[config.mk]
export PLATFORM = sky130hd
export DESIGN_NAME = apb_fsm_controller
export DESIGN_NICKNAME = d
export VERILOG_FILES = /design/src/rtl/apb_bridge_pkg.sv /design/src/rtl/apb_sel_decode.sv /design/src/rtl/apb_fsm_controller.sv
export SDC_FILE = /design/constraint.sdc
export NUM_CORES = 1
export LEC_CHECK = 0
export BUFFER_PORTS_ARGS = -buffer_cell sky130_fd_sc_hd__buf_2
export CAP_MARGIN = 0
export CORE_AREA = 2 2 118 120
export DETAILED_ROUTE_END_ITERATION = 6
export DIE_AREA = 0 0 120 122
export HOLD_SLACK_MARGIN = 0.03
export PLACE_DENSITY = 0.64
export SYNTH_ARGS = -nofsm -noshare
export SYNTH_HDL_FRONTEND = slang
export SYNTH_HIERARCHICAL = 1
export SYNTH_SLANG_ARGS = --single-unit
[constraint.sdc]
create_clock -name Hclk -period 2.4 [get_ports Hclk]
set_input_delay 0 -clock Hclk [delete_from_list [all_inputs] [get_ports Hclk]]
set_output_delay 0 -clock Hclk [all_outputs]
set_load 0.1 [all_outputs]
[src/rtl/apb_bridge_pkg.sv]
// apb_bridge_pkg: shared state, window and reset constants for the AHB-to-APB bridge.
// Build option APB_PREADY_EN adds APB wait-state support in the controller.
package apb_bridge_pkg;

    typedef enum logic [2:0] {
        IDLE,
        WWAIT,
        READ,
        WRITE,
        WRITEP,
        RENABLE,
        WENABLE,
        WENABLEP
    } apb_state_e;

    localparam logic [7:0] WIN0_BASE  = 8'h80;
    localparam logic [7:0] WIN0_LIMIT = 8'h83;
    localparam logic [7:0] WIN1_BASE  = 8'h84;
    localparam logic [7:0] WIN1_LIMIT = 8'h87;
    localparam logic [7:0] WIN2_BASE  = 8'h88;
    localparam logic [7:0] WIN2_LIMIT = 8'h8B;

    localparam logic [2:0] SEL_NONE = 3'b000;
    localparam logic [2:0] SEL_WIN0 = 3'b001;
    localparam logic [2:0] SEL_WIN1 = 3'b010;
    localparam logic [2:0] SEL_WIN2 = 3'b100;

    localparam logic [2:0] RST_PSELX   = SEL_NONE;
    localparam logic       RST_PENABLE = 1'b0;
    localparam logic       RST_PWRITE  = 1'b0;
    localparam logic       RST_HREADY  = 1'b1;

    function automatic logic in_window(
        input logic [7:0] hi,
        input logic [7:0] base,
        input logic [7:0] limit
    );
        return (hi >= base) && (hi <= limit);
    endfunction

    // Common exit from IDLE and the single-transfer access phases
    function automatic apb_state_e dispatch(
        input logic v,
        input logic w
    );
        if (!v)
            return IDLE;
        return w ? WWAIT : READ;
    endfunction

endpackage

[src/rtl/apb_sel_decode.sv]
// apb_sel_decode: top address byte to one-hot APB peripheral select.
// Three 64 MB windows starting at 0x8000_0000; anything else selects nothing.
module apb_sel_decode
    import apb_bridge_pkg::*;
(
    input  logic [7:0] addr_hi_i,
    output logic [2:0] sel_o
);

    // Window match on the address region byte
    always_comb begin
        sel_o = SEL_NONE;
        unique case (1'b1)
            in_window(addr_hi_i, WIN0_BASE, WIN0_LIMIT): sel_o = SEL_WIN0;
            in_window(addr_hi_i, WIN1_BASE, WIN1_LIMIT): sel_o = SEL_WIN1;
            in_window(addr_hi_i, WIN2_BASE, WIN2_LIMIT): sel_o = SEL_WIN2;
            default:                                     sel_o = SEL_NONE;
        endcase
    end

endmodule

[src/rtl/apb_fsm_controller.sv]
// apb_fsm_controller: APB SETUP/ACCESS sequencer behind the AHB slave interface.
// Define APB_PREADY_EN to add the Pready port and stretch ACCESS phases.
module apb_fsm_controller
    import apb_bridge_pkg::*;
#(
    parameter int ADDR_W = 32,
    parameter int DATA_W = 32
) (
    input  logic              Hclk,
    input  logic              Hresetn,
    input  logic              valid,
    input  logic              Hwrite,
    input  logic [ADDR_W-1:0] Haddr,
    input  logic [DATA_W-1:0] Hwdata,
    input  logic [ADDR_W-1:0] H_addr1,
    input  logic [ADDR_W-1:0] H_addr2,
    input  logic [DATA_W-1:0] H_wdata1,
    input  logic              Hwritereg,
    input  logic [DATA_W-1:0] Prdata,
`ifdef APB_PREADY_EN
    input  logic              Pready,
`endif
    output logic [2:0]        Pselx,
    output logic              Penable,
    output logic              Pwrite,
    output logic [ADDR_W-1:0] Paddr,
    output logic [DATA_W-1:0] Pwdata,
    output logic              Hreadyout,
    output logic [DATA_W-1:0] Hrdata,
    output logic [1:0]        Hresp
);

    apb_state_e        state_q, state_d;
    logic [ADDR_W-1:0] paddr_q, paddr_d;
    logic [DATA_W-1:0] pwdata_q, pwdata_d;
    logic [2:0]        pselx_q, pselx_d;
    logic [2:0]        sel_dec;
    logic              penable_q, penable_d;
    logic              pwrite_q, pwrite_d;
    logic              hready_q, hready_d;
    logic              stall;

`ifdef APB_PREADY_EN
    logic              in_access;

    assign stall     = ~Pready;
    assign in_access = (state_q == RENABLE) ||
                       (state_q == WENABLE) ||
                       (state_q == WENABLEP);
    assign Hreadyout = hready_q & ~(in_access & ~Pready);
`else
    assign stall     = 1'b0;
    assign Hreadyout = hready_q;
`endif

    assign Hrdata = Prdata;
    assign Hresp  = 2'b00;

    assign Pselx   = pselx_q;
    assign Penable = penable_q;
    assign Pwrite  = pwrite_q;
    assign Paddr   = paddr_q;
    assign Pwdata  = pwdata_q;

    apb_sel_decode u_sel (
        .addr_hi_i (paddr_d[ADDR_W-1 -: 8]),
        .sel_o     (sel_dec)
    );

    // Next-state decision; access phases wait out a low Pready
    always_comb begin
        state_d = state_q;
        case (state_q)
            IDLE:     state_d = dispatch(valid, Hwrite);
            WWAIT:    state_d = valid ? WRITEP : WRITE;
            READ:     state_d = RENABLE;
            WRITE:    state_d = valid ? WENABLEP : WENABLE;
            WRITEP:   state_d = WENABLEP;
            RENABLE,
            WENABLE: begin
                if (!stall)
                    state_d = dispatch(valid, Hwrite);
            end
            WENABLEP: begin
                if (!stall) begin
                    if (!Hwritereg)
                        state_d = READ;
                    else
                        state_d = valid ? WRITEP : WRITE;
                end
            end
            default:  state_d = IDLE;
        endcase
    end

    // Output values loaded for the state being entered
    always_comb begin
        paddr_d   = paddr_q;
        pwdata_d  = pwdata_q;
        pwrite_d  = pwrite_q;
        penable_d = 1'b0;
        hready_d  = 1'b1;
        case (state_d)
            READ: begin
                paddr_d  = Haddr;
                pwrite_d = 1'b0;
                hready_d = 1'b0;
            end
            WRITE: begin
                paddr_d  = H_addr1;
                pwdata_d = Hwdata;
                pwrite_d = 1'b1;
            end
            WRITEP: begin
                paddr_d  = H_addr2;
                pwdata_d = H_wdata1;
                pwrite_d = 1'b1;
                hready_d = 1'b0;
            end
            RENABLE,
            WENABLE,
            WENABLEP: penable_d = 1'b1;
            default:  penable_d = 1'b0;
        endcase
    end

    // Select follows the SETUP address and is held through ACCESS
    always_comb begin
        pselx_d = pselx_q;
        case (state_d)
            READ,
            WRITE,
            WRITEP:  pselx_d = sel_dec;
            IDLE,
            WWAIT:   pselx_d = SEL_NONE;
            default: pselx_d = pselx_q;
        endcase
    end

    // State and registered APB/AHB outputs
    always_ff @(posedge Hclk or negedge Hresetn) begin
        if (!Hresetn) begin
            state_q   <= IDLE;
            paddr_q   <= '0;
            pwdata_q  <= '0;
            pselx_q   <= RST_PSELX;
            penable_q <= RST_PENABLE;
            pwrite_q  <= RST_PWRITE;
            hready_q  <= RST_HREADY;
        end else begin
            state_q   <= state_d;
            paddr_q   <= paddr_d;
            pwdata_q  <= pwdata_d;
            pselx_q   <= pselx_d;
            penable_q <= penable_d;
            pwrite_q  <= pwrite_d;
            hready_q  <= hready_d;
        end
    end

endmodule

==> impl_results.md, run 1 <==
- Number of rows in the core area: 43
- Input/output buffers: 234
- Number of unique standard cell types used by synthesis: 32
- Number of sinks driven by the clock tree: 73
- Portion of synthesized cell area occupied by the leading cell type: 45.8%
- Synth Cell Area: 3930 sq um
- Gate count of the mapped netlist: 380
- Last stage reached: 4_1_cts
- Share of async-settable or async-resettable flops after synthesis: 100%
- Tool error: [ERROR RSZ-0060] Max buffer count reached.
- Share of the yosys chip area belonging to registers: 46.5%
- Top post-synthesis cells by area: dfrtp_1 (46%), mux2i_1 (16%), a221o_1 (8.1%), buf_4 (7.4%), o21ai_1 (4.7%)
- Result of the run: did not finish
- Yosys synthesis warning count: 6
- Quantity of hold-fixing buffers added after cts: 154
- Final weighted congestion in routability-driven placement: 0.831
- Die Span Y: 122 um
- Clock Tree Root: clkbuf_16
- Number of synthesized register bits: 73
- Number of resized instances in the post-cts repair step: 0
- Total number of H-tree levels: 3
- Most used standard cells in the synthesized netlist: dfrtp_1 (72), mux2i_1 (64), buf_4 (39), nand2_1 (39), o21ai_1 (37)
- Number of enable-type register cells in the synthesized netlist: 0
- Most used standard cell by instance count after synthesis: dfrtp_1
- Initial Utilization: 29.1%
- Buffers from clock root to sink, at most: 2
- Number of buffers inserted by post-CTS setup repair: 0
- Largest area contributor in the synthesized netlist: dfrtp_1
- Main flop type after synthesis: dfrtp_1
- Die boundary width: 120 um
- Synthesized area per cell: 10.3 sq um
- Number of buffers created by CTS: 9
- Placed wire-length estimate: 9080 um
- I/O pins: 301
-- kinds of logic after synthesis --
| group | count (synthesis) | synth area share (%) |
|---|---|---|
| simple gates | 87 | 9.55 |
| compound gates | 86 | 16.1 |
| flops | 73 | 46.5 |
| buf+inv | 69 | 11.5 |
| mux | 64 | 16.3 |
| other cells | 1 | 0.0954 |
-- stage by stage --
stage	setup WS [ns]	instance area, sq um	hold WS [ns]	cells	utilization (%)
after floorplan	0.0279	3940	-0.296	381	-
after global placement	0.151	5040	0.000681	750	37.3
after detailed placement	0.0198	5040	0.000681	750	37.3
==> run 2, diff against run 1 <==
--- a/config.mk
+++ b/config.mk
@@ -10,8 +10,7 @@
 export CORE_AREA = 2 2 118 120
 export DETAILED_ROUTE_END_ITERATION = 6
 export DIE_AREA = 0 0 120 122
-export HOLD_SLACK_MARGIN = 0.03
-export PLACE_DENSITY = 0.64
+export PLACE_DENSITY_LB_ADDON = 0.15
 export SYNTH_ARGS = -nofsm -noshare
 export SYNTH_HDL_FRONTEND = slang
 export SYNTH_HIERARCHICAL = 1
==> constraint.sdc (replaced) <==
create_clock -name Hclk -period 3.1 [get_ports Hclk]
set_input_delay 0 -clock Hclk [delete_from_list [all_inputs] [get_ports Hclk]]
set_output_delay 0 -clock Hclk [all_outputs]
set_load 0.1 [all_outputs]
==> run 2 against run 1 <==
  * The run now ends clean
  * Synthesized area unchanged
  * Synthesized cell count unchanged
==> impl_results.md, run 2 <==
- Result of the run: finished, final reports clean
- Vias per inst: 4.60
- Part of the power in combinational logic: 65.8%
- Startpoint Class: flop
- Capture endpoint of the worst hold path: Hrdata[17]
- Highest-count cells in the layout ignoring fill and taps: buf_2 (232), dlygate4sd3_1 (97), dfrtp_1 (72), mux2i_1 (64), nand2_1 (39)
- Start point of the worst hold path: Prdata[17]
- Gate count of the mapped netlist: 380
- Setup TNS: 0 ns
- Net Switching: 0.00488 W
- Final setup violation count: 0
- Number of enable-type register cells in the synthesized netlist: 0
- Design internal power: 0.00312 W
- Share of the clock period used by the worst path: 79.2%
- Final standard cell utilization of the core: 46.2%
- Number of global-route vias before repair: 4222
- Most common cell after layout, fill and taps aside: buf_2
- Highest clock rate: 407 MHz
- DRT iter0 DRCs: 156
- Number of failing hold endpoints at the final stage: 0
- Post-route cell area: 6240 sq um
- Switching Fraction: 61.0%
- Reg-to-reg setup timing slack: 0.64 ns
- I/O pins: 301
- Buffers from clock root to sink, at most: 2
- Largest driver fanout on the critical path: 30
- Synth Cell Area: 3930 sq um
- Placed wire-length estimate: 8910 um
- Setup Skew: 0.00438 ns
- Post-DP Area: 4970 sq um
- Clock tree from TritonCTS: built
- DRT Wirelength: 13000 um
- Synthesized area per cell: 10.3 sq um
- Final-report max-slew violation count: 0
- Most used standard cell by instance count after synthesis: dfrtp_1
- Share of async-settable or async-resettable flops after synthesis: 100%
- Number of vias after detailed routing: 3917
- Number of unique standard cell types used by synthesis: 32
- Post-detailed-route count of antenna-violating nets: 0
- Length of the first detailed-routing pass in iterations: 4
- Unrepaired setup endpoints after global routing: false
- Yosys synthesis warning count: 6
- Max capacitance violation total: 0
- Input/output buffers: 234
- Crit path DAT: 2.72 ns
- Number of synthesized register bits: 73
- DRC errors left: 0
- Die footprint: 14600 sq um
- R2R depth: 8
- Top post-synthesis cells by area: dfrtp_1 (46%), mux2i_1 (16%), a221o_1 (8.1%), buf_4 (7.4%), o21ai_1 (4.7%)
- Clock share of power: 13.2%
- Clock Tree Root: clkbuf_16
- Number of buffers created by CTS: 9
- Routed wirelength normalized by instance count: 15.2 um
- Total number of H-tree levels: 3
- Initial antenna violation count: 0
- Pwr per Cell Area: 1280 nW/um^2
- Layout area overhead: 58.6%
- Latest clock arrival within the worst-skew pair: 0.34 ns
- Antenna diode count: 0
- Share of the yosys chip area belonging to registers: 46.5%
- Worst Setup Path Type: flop to flop
- Fraction of power consumed by sequential logic: 21.0%
- Worst hold stages: 0
- Clock slew at the register clock pins of the worst setup and hold paths: 0.05 ns
- Main flop type after synthesis: dfrtp_1
- Number of sinks driven by the clock tree: 73
- Largest area contributor in the synthesized netlist: dfrtp_1
- Wire length of the first global-routing pass: 20500 um
- Final weighted congestion in routability-driven placement: 0.793
- Tightest hold margin: 0.0000332 ns
- Maximum number of pins on one net before global-route repair: 80
- GRT overflow: 0
- Rel. slew slack: 34.1%
- Number of rows in the core area: 43
- Overall track demand over capacity in global routing: 17.9%
- Number of resized instances in the post-cts repair step: 0
- Final Net Count: 865
- Min-Delay Path Class: input port to primary output
- Layout cell share with drive strength beyond 1: 38.8%
- Initial Utilization: 29.1%
- Req. time, crit path: 3.36 ns
- Max VDD drop: 684 uV
- Area inside the core boundary: 13500 sq um
- Portion of synthesized cell area occupied by the leading cell type: 45.8%
- Leakage power figure: 3.23 nW
- Crit end category: flop
- Startpoint of the lowest-slack register-to-register path: state_q[0]$_DFF_PN0_
- Time the worst path needs with I/O delays and setup: 2.46 ns
- Most used standard cells in the synthesized netlist: dfrtp_1 (72), mux2i_1 (64), buf_4 (39), nand2_1 (39), o21ai_1 (37)
- Transition time of the tightest slew-check pin: 0.989 ns
- Endpoint of the worst-slack reg-to-reg timing path: Pselx[1]$_DFFE_PN0P_
- Die boundary width: 120 um
- Die Span Y: 122 um
-- run 2: cell counts after synthesis --
No cell type changed its count.
-- run 2: worst max-delay path, stage by stage (launching register included) --
cell	delay, ns
dfrtp_1	0.57
nand3b_1	0.17
a31o_1	0.33
buf_4	0.28
a221o_1	0.39
nor4_1	0.29
and3_2	0.21
inv_1	0.03
o21ai_1	0.11
-- run 2: worst max path at each step --
stage / depth (start not counted) / startpoint / slack [ns] / end
CTS: 8 / state_q[0]$_DFF_PN0_ / 0.62 / Pselx[2]$_DFFE_PN0P_
finish: 8 / state_q[0]$_DFF_PN0_ / 0.64 / Pselx[1]$_DFFE_PN0P_
global placement: 8 / state_q[0]$_DFF_PN0_ / 0.69 / Pselx[2]$_DFFE_PN0P_
floorplan: 10 / state_q[2]$_DFF_PN0_ / 0.73 / Pselx[2]$_DFFE_PN0P_
detailed placement: 8 / state_q[0]$_DFF_PN0_ / 0.63 / Pselx[2]$_DFFE_PN0P_
global route: 8 / state_q[0]$_DFF_PN0_ / 0.40 / Pselx[0]$_DFFE_PN0P_
-- run 2: stage by stage --
step	std cells	power [W]	setup WS [ns]
3_3_place_gp	740	0.00684	0.692
5_1_grt	852	0.00839	0.395
3_5_place_dp	740	0.00687	0.630
4_1_cts	852	0.00806	0.620
2_1_floorplan	381	0.00620	0.728
6_report	852	0.00800	0.643
-- run 2: cells by family after synthesis --
| kind of cell | Yosys count | share of synthesized area (%) |
|---|---|---|
| compound gates | 86 | 16.1 |
| mux | 64 | 16.3 |
| other cells | 1 | 0.0954 |
| simple gates | 87 | 9.55 |
| flops | 73 | 46.5 |
| buf+inv | 69 | 11.5 |
-- run 2: what timing repair did --
item,4_1_cts,5_1_grt
setup buffers,0,0
endpoints found under the hold margin,136,0
hold buffers,97,0
-- run 2: final cells by class --
type,count,area [sq um]
clock inverter,3,40.0
inverter,8,30.0
sequential,73,1830
tap,180,225
multi-input combinational,239,1660
fill,1293,7270
clock buffer,12,256
timing repair buffer,337,2190
-- run 2: layer usage --
| layer | GRT usage (%) | routed length (um) | vias up |
|---|---|---|---|
| li1 | - | - | 1888 |
| met1 | 19.8 | 5080 | 1833 |
| met2 | 31.5 | 6710 | 162 |
| met3 | 4.87 | 750 | 34 |
| met4 | 8.82 | 425 | 0 |
| met5 | 0 | 0 | - |
-- run 2: power by group through the flow --
| stage | Sequential, W | Clock, W | Combinational [W] |
|---|---|---|---|
| 6_report | 0.00168 | 0.00105 | 0.00527 |
| 3_5_place_dp | 0.00169 | 0 | 0.00518 |
| 3_3_place_gp | 0.00168 | 0 | 0.00515 |
| 4_1_cts | 0.00168 | 0.00109 | 0.00530 |
| 2_1_floorplan | 0.00470 | 0 | 0.00150 |
| 5_1_grt | 0.00174 | 0.00113 | 0.00552 |
(Power assumes the default switching activity.)
==> run 3, diff against run 2 <==
--- a/config.mk
+++ b/config.mk
@@ -5,6 +5,7 @@
 export SDC_FILE = /design/constraint.sdc
 export NUM_CORES = 1
 export LEC_CHECK = 0
+export ABC_AREA = 1
 export BUFFER_PORTS_ARGS = -buffer_cell sky130_fd_sc_hd__buf_2
 export CAP_MARGIN = 0
 export CORE_AREA = 2 2 118 120
==> constraint.sdc (replaced) <==
create_clock -name Hclk -period 2.2 [get_ports Hclk]
set_input_delay 0 -clock Hclk [delete_from_list [all_inputs] [get_ports Hclk]]
set_output_delay 0 -clock Hclk [all_outputs]
set_load 0.1 [all_outputs]
==> run 3 against run 2 <==
  * Via count rose by 22%
  * Clock skew rose by 0.0054 ns
  * First-iteration DRC count rose by 53%
  * Sequential cell count did not move
  * Critical path type unchanged
  * Register-to-register slack got worse by 0.48 ns
  * Largest cell class unchanged
  * Cell count rose by 18%
==> impl_results.md, run 3 <==
- Layout cell share with drive strength beyond 1: 34.5%
- R2R depth: 14
- Startpoint Class: flop
- Rel. slew slack: 36.3%
- Share of the yosys chip area belonging to registers: 46.5%
- Start point of the worst hold path: Prdata[15]
- Clock slew at the register clock pins of the worst setup and hold paths: 0.06 ns
- Worst Setup Path Type: flop to flop
- Number of vias after detailed routing: 4789
- Tightest hold margin: 0.0000332 ns
- Most used standard cells in the synthesized netlist: nand2_1 (120), dfrtp_1 (72), nand4_1 (65), o21ai_0 (64), nor2_1 (42)
- Area inside the core boundary: 13500 sq um
- Number of global-route vias before repair: 4924
- Startpoint of the lowest-slack register-to-register path: state_q[2]$_DFF_PN0_
- Length of the first detailed-routing pass in iterations: 5
- Reg-to-reg setup timing slack: 0.16 ns
- Sequential cell area: 1830 sq um
- Post-DP Area: 5060 sq um
- Portion of synthesized cell area occupied by the leading cell type: 45.8%
- Overall track demand over capacity in global routing: 20.1%
- Worst hold stages: 0
- Number of unique standard cell types used by synthesis: 23
- Number of synthesized register bits: 73
- Synth Cell Area: 3930 sq um
- Maximum number of pins on one net before global-route repair: 74
- Initial Utilization: 29.1%
- Vias per inst: 4.77
- DRT iter0 DRCs: 238
- Routed wirelength normalized by instance count: 15.0 um
- Gate count of the mapped netlist: 497
- DRT Wirelength: 15100 um
- Final weighted congestion in routability-driven placement: 0.873
- Time the worst path needs with I/O delays and setup: 2.04 ns
- Input/output buffers: 234
- Crit end category: flop
- Die Span Y: 122 um
- Number of buffers created by CTS: 9
- Library cell contributing the largest single delay on the critical path: dfrtp_2
- Final-report max-slew violation count: 0
- Latest clock arrival within the worst-skew pair: 0.33 ns
- Setup Skew: 0.00976 ns
- Main flop type after synthesis: dfrtp_1
- Top post-synthesis cells by area: dfrtp_1 (46%), nand2_1 (11%), nand4_1 (10%), o21ai_0 (8.1%), buf_4 (7.1%)
- Yosys synthesis warning count: 6
- Number of cells after detailed placement: 861
- Share of the clock period used by the worst path: 92.5%
- Setup TNS: 0 ns
- Buffers and inverters on the worst path: 2
- Most used standard cell by instance count after synthesis: nand2_1
- Number of enable-type register cells in the synthesized netlist: 0
- Die footprint: 14600 sq um
- Most common cell after layout, fill and taps aside: buf_2
- Clock tree from TritonCTS: built
- Largest driver fanout on the critical path: 15
- Filler-free cell count of the finished design: 1005
- Min-Delay Path Class: input port to primary output
- Critical path, cell by cell: nor2_2, nand2_1, nand2_1, inv_1, nand3_1, nand2_2, buf_4, nand4_1, nand4_1, nor2_2, nand4_2, nor2_1, nand2_1, nand2_1
- Highest-count cells in the layout ignoring fill and taps: buf_2 (233), dlygate4sd3_1 (127), nand2_1 (118), dfrtp_1 (69), nand4_1 (65)
- Dominant delay contributor by cell family on the critical path: simple AND/OR/NAND/NOR gates
- Clock Tree Root: clkbuf_16
- Unrepaired setup endpoints after global routing: false
- Most used cell, CP: nand2_1
- Initial antenna violation count: 1
- Number of buffers inserted by post-CTS setup repair: 0
- Capture endpoint of the worst hold path: Hrdata[15]
- Final setup violation count: 0
- Number of rows in the core area: 43
- DRC errors left: 0
- I/O pins: 301
- Wire length of the first global-routing pass: 23500 um
- Post-route cell area: 6640 sq um
- Antenna diode count: 0
- Number of sinks driven by the clock tree: 73
- Req. time, crit path: 2.46 ns
- Crit path DAT: 2.30 ns
- Post-detailed-route count of antenna-violating nets: 0
- Synthesized area per cell: 7.92 sq um
- GRT overflow: 0
- Largest area contributor in the synthesized netlist: dfrtp_1
- Largest stage delay, worst path: 0.45 ns
- Final Net Count: 1017
- Endpoint of the worst-slack reg-to-reg timing path: Pselx[0]$_DFFE_PN0P_
- Die boundary width: 120 um
- Share of async-settable or async-resettable flops after synthesis: 100%
- Placed wire-length estimate: 9790 um
- Layout area overhead: 68.8%
- Fill cell count: 1288
- Buffers from clock root to sink, at most: 2
- Highest clock rate: 491 MHz
- Max capacitance violation total: 0
- Total number of H-tree levels: 3
- Multi-input gate area: 1680 sq um
- Result of the run: finished, final reports clean
- Number of failing hold endpoints at the final stage: 0
- Transition time of the tightest slew-check pin: 0.956 ns
## run 3: cell types whose count changed after synthesis, sizes merged, moves of 9 or more
cell    previous run  this run
nand2             39       122
nand4              0        66
mux2i             64         0
nand3              0        38
a221o             32         0
o21ai             41        65
clkbuf             6        16
nor2              35        44
## run 3: cell type report
class / count / share of cell area, %
multi-input cells: 343 / 25.2
flip-flops and latches: 73 / 27.6
clock inverters: 3 / 0.264
clock buffers: 13 / 3.77
well taps: 180 / 3.39
inverters: 14 / 0.791
repair buffers: 379 / 39.0
## run 3: cells by family (layout without fill, tap and decap cells)
kind of cell / count (synthesis) / in the layout / share of synthesized area (%)
AOI/OAI and AO/OA: 68 / 68 / 9.32
buffers and inverters: 83 / 409 / 12.0
DFF: 73 / 73 / 46.5
other: 1 / 2 / 0.0953
and+or+nand+nor: 272 / 273 / 32.2
## run 3: repair_timing
action	in CTS	in global routing
hold buffers	127	0
gates resized for setup	0	12
endpoints found under the hold margin	133	0
setup endpoints to repair	0	3
## run 3: how the worst max path moves through the flow
| stage | slack [ns] | from | end | cells after the start |
|---|---|---|---|---|
| 2_1_floorplan | 0.25 | state_q[2]$_DFF_PN0_ | Pselx[0]$_DFFE_PN0P_ | 12 |
| 3_3_place_gp | 0.21 | state_q[2]$_DFF_PN0_ | Pselx[0]$_DFFE_PN0P_ | 14 |
| 3_5_place_dp | 0.14 | state_q[1]$_DFF_PN0_ | Pselx[1]$_DFFE_PN0P_ | 14 |
| 4_1_cts | 0.11 | state_q[1]$_DFF_PN0_ | Pselx[0]$_DFFE_PN0P_ | 14 |
| 5_1_grt | 0.001 | state_q[2]$_DFF_PN0_ | Pselx[0]$_DFFE_PN0P_ | 14 |
| 6_report | 0.16 | state_q[2]$_DFF_PN0_ | Pselx[0]$_DFFE_PN0P_ | 14 |
## run 3: worst register-to-register path, stage by stage, from the launching register on
cell     delay [ns]
dfrtp_2        0.45
nor2_2         0.14
nand2_1        0.11
nand2_1        0.08
inv_1          0.05
nand3_1        0.07
nand2_2        0.11
buf_4          0.22
nand4_1        0.08
nand4_1        0.13
nor2_2         0.18
nand4_2        0.11
nor2_1         0.11
nand2_1        0.06
nand2_1        0.06
## run 3: per-layer routing
metal | global-route usage, % | share of wire, %
met1 | 24.1 | 41
met2 | 34.0 | 48
met3 | 5.48 | 8.0
met4 | 8.90 | 2.8
met5 | 0 | 0.11
## run 3: stage by stage
stage | utilization (%) | worst slack [ns]
floorplan | - | 0.246
global placement | 37.4 | 0.207
detailed placement | 37.4 | 0.143
CTS | 48.8 | 0.113
global route | 49.2 | 0.00117
finish | 49.2 | 0.165
Power of run 3 is not shown: default switching activity piles up to over one toggle a cycle in this logic, so the estimate is an artifact.
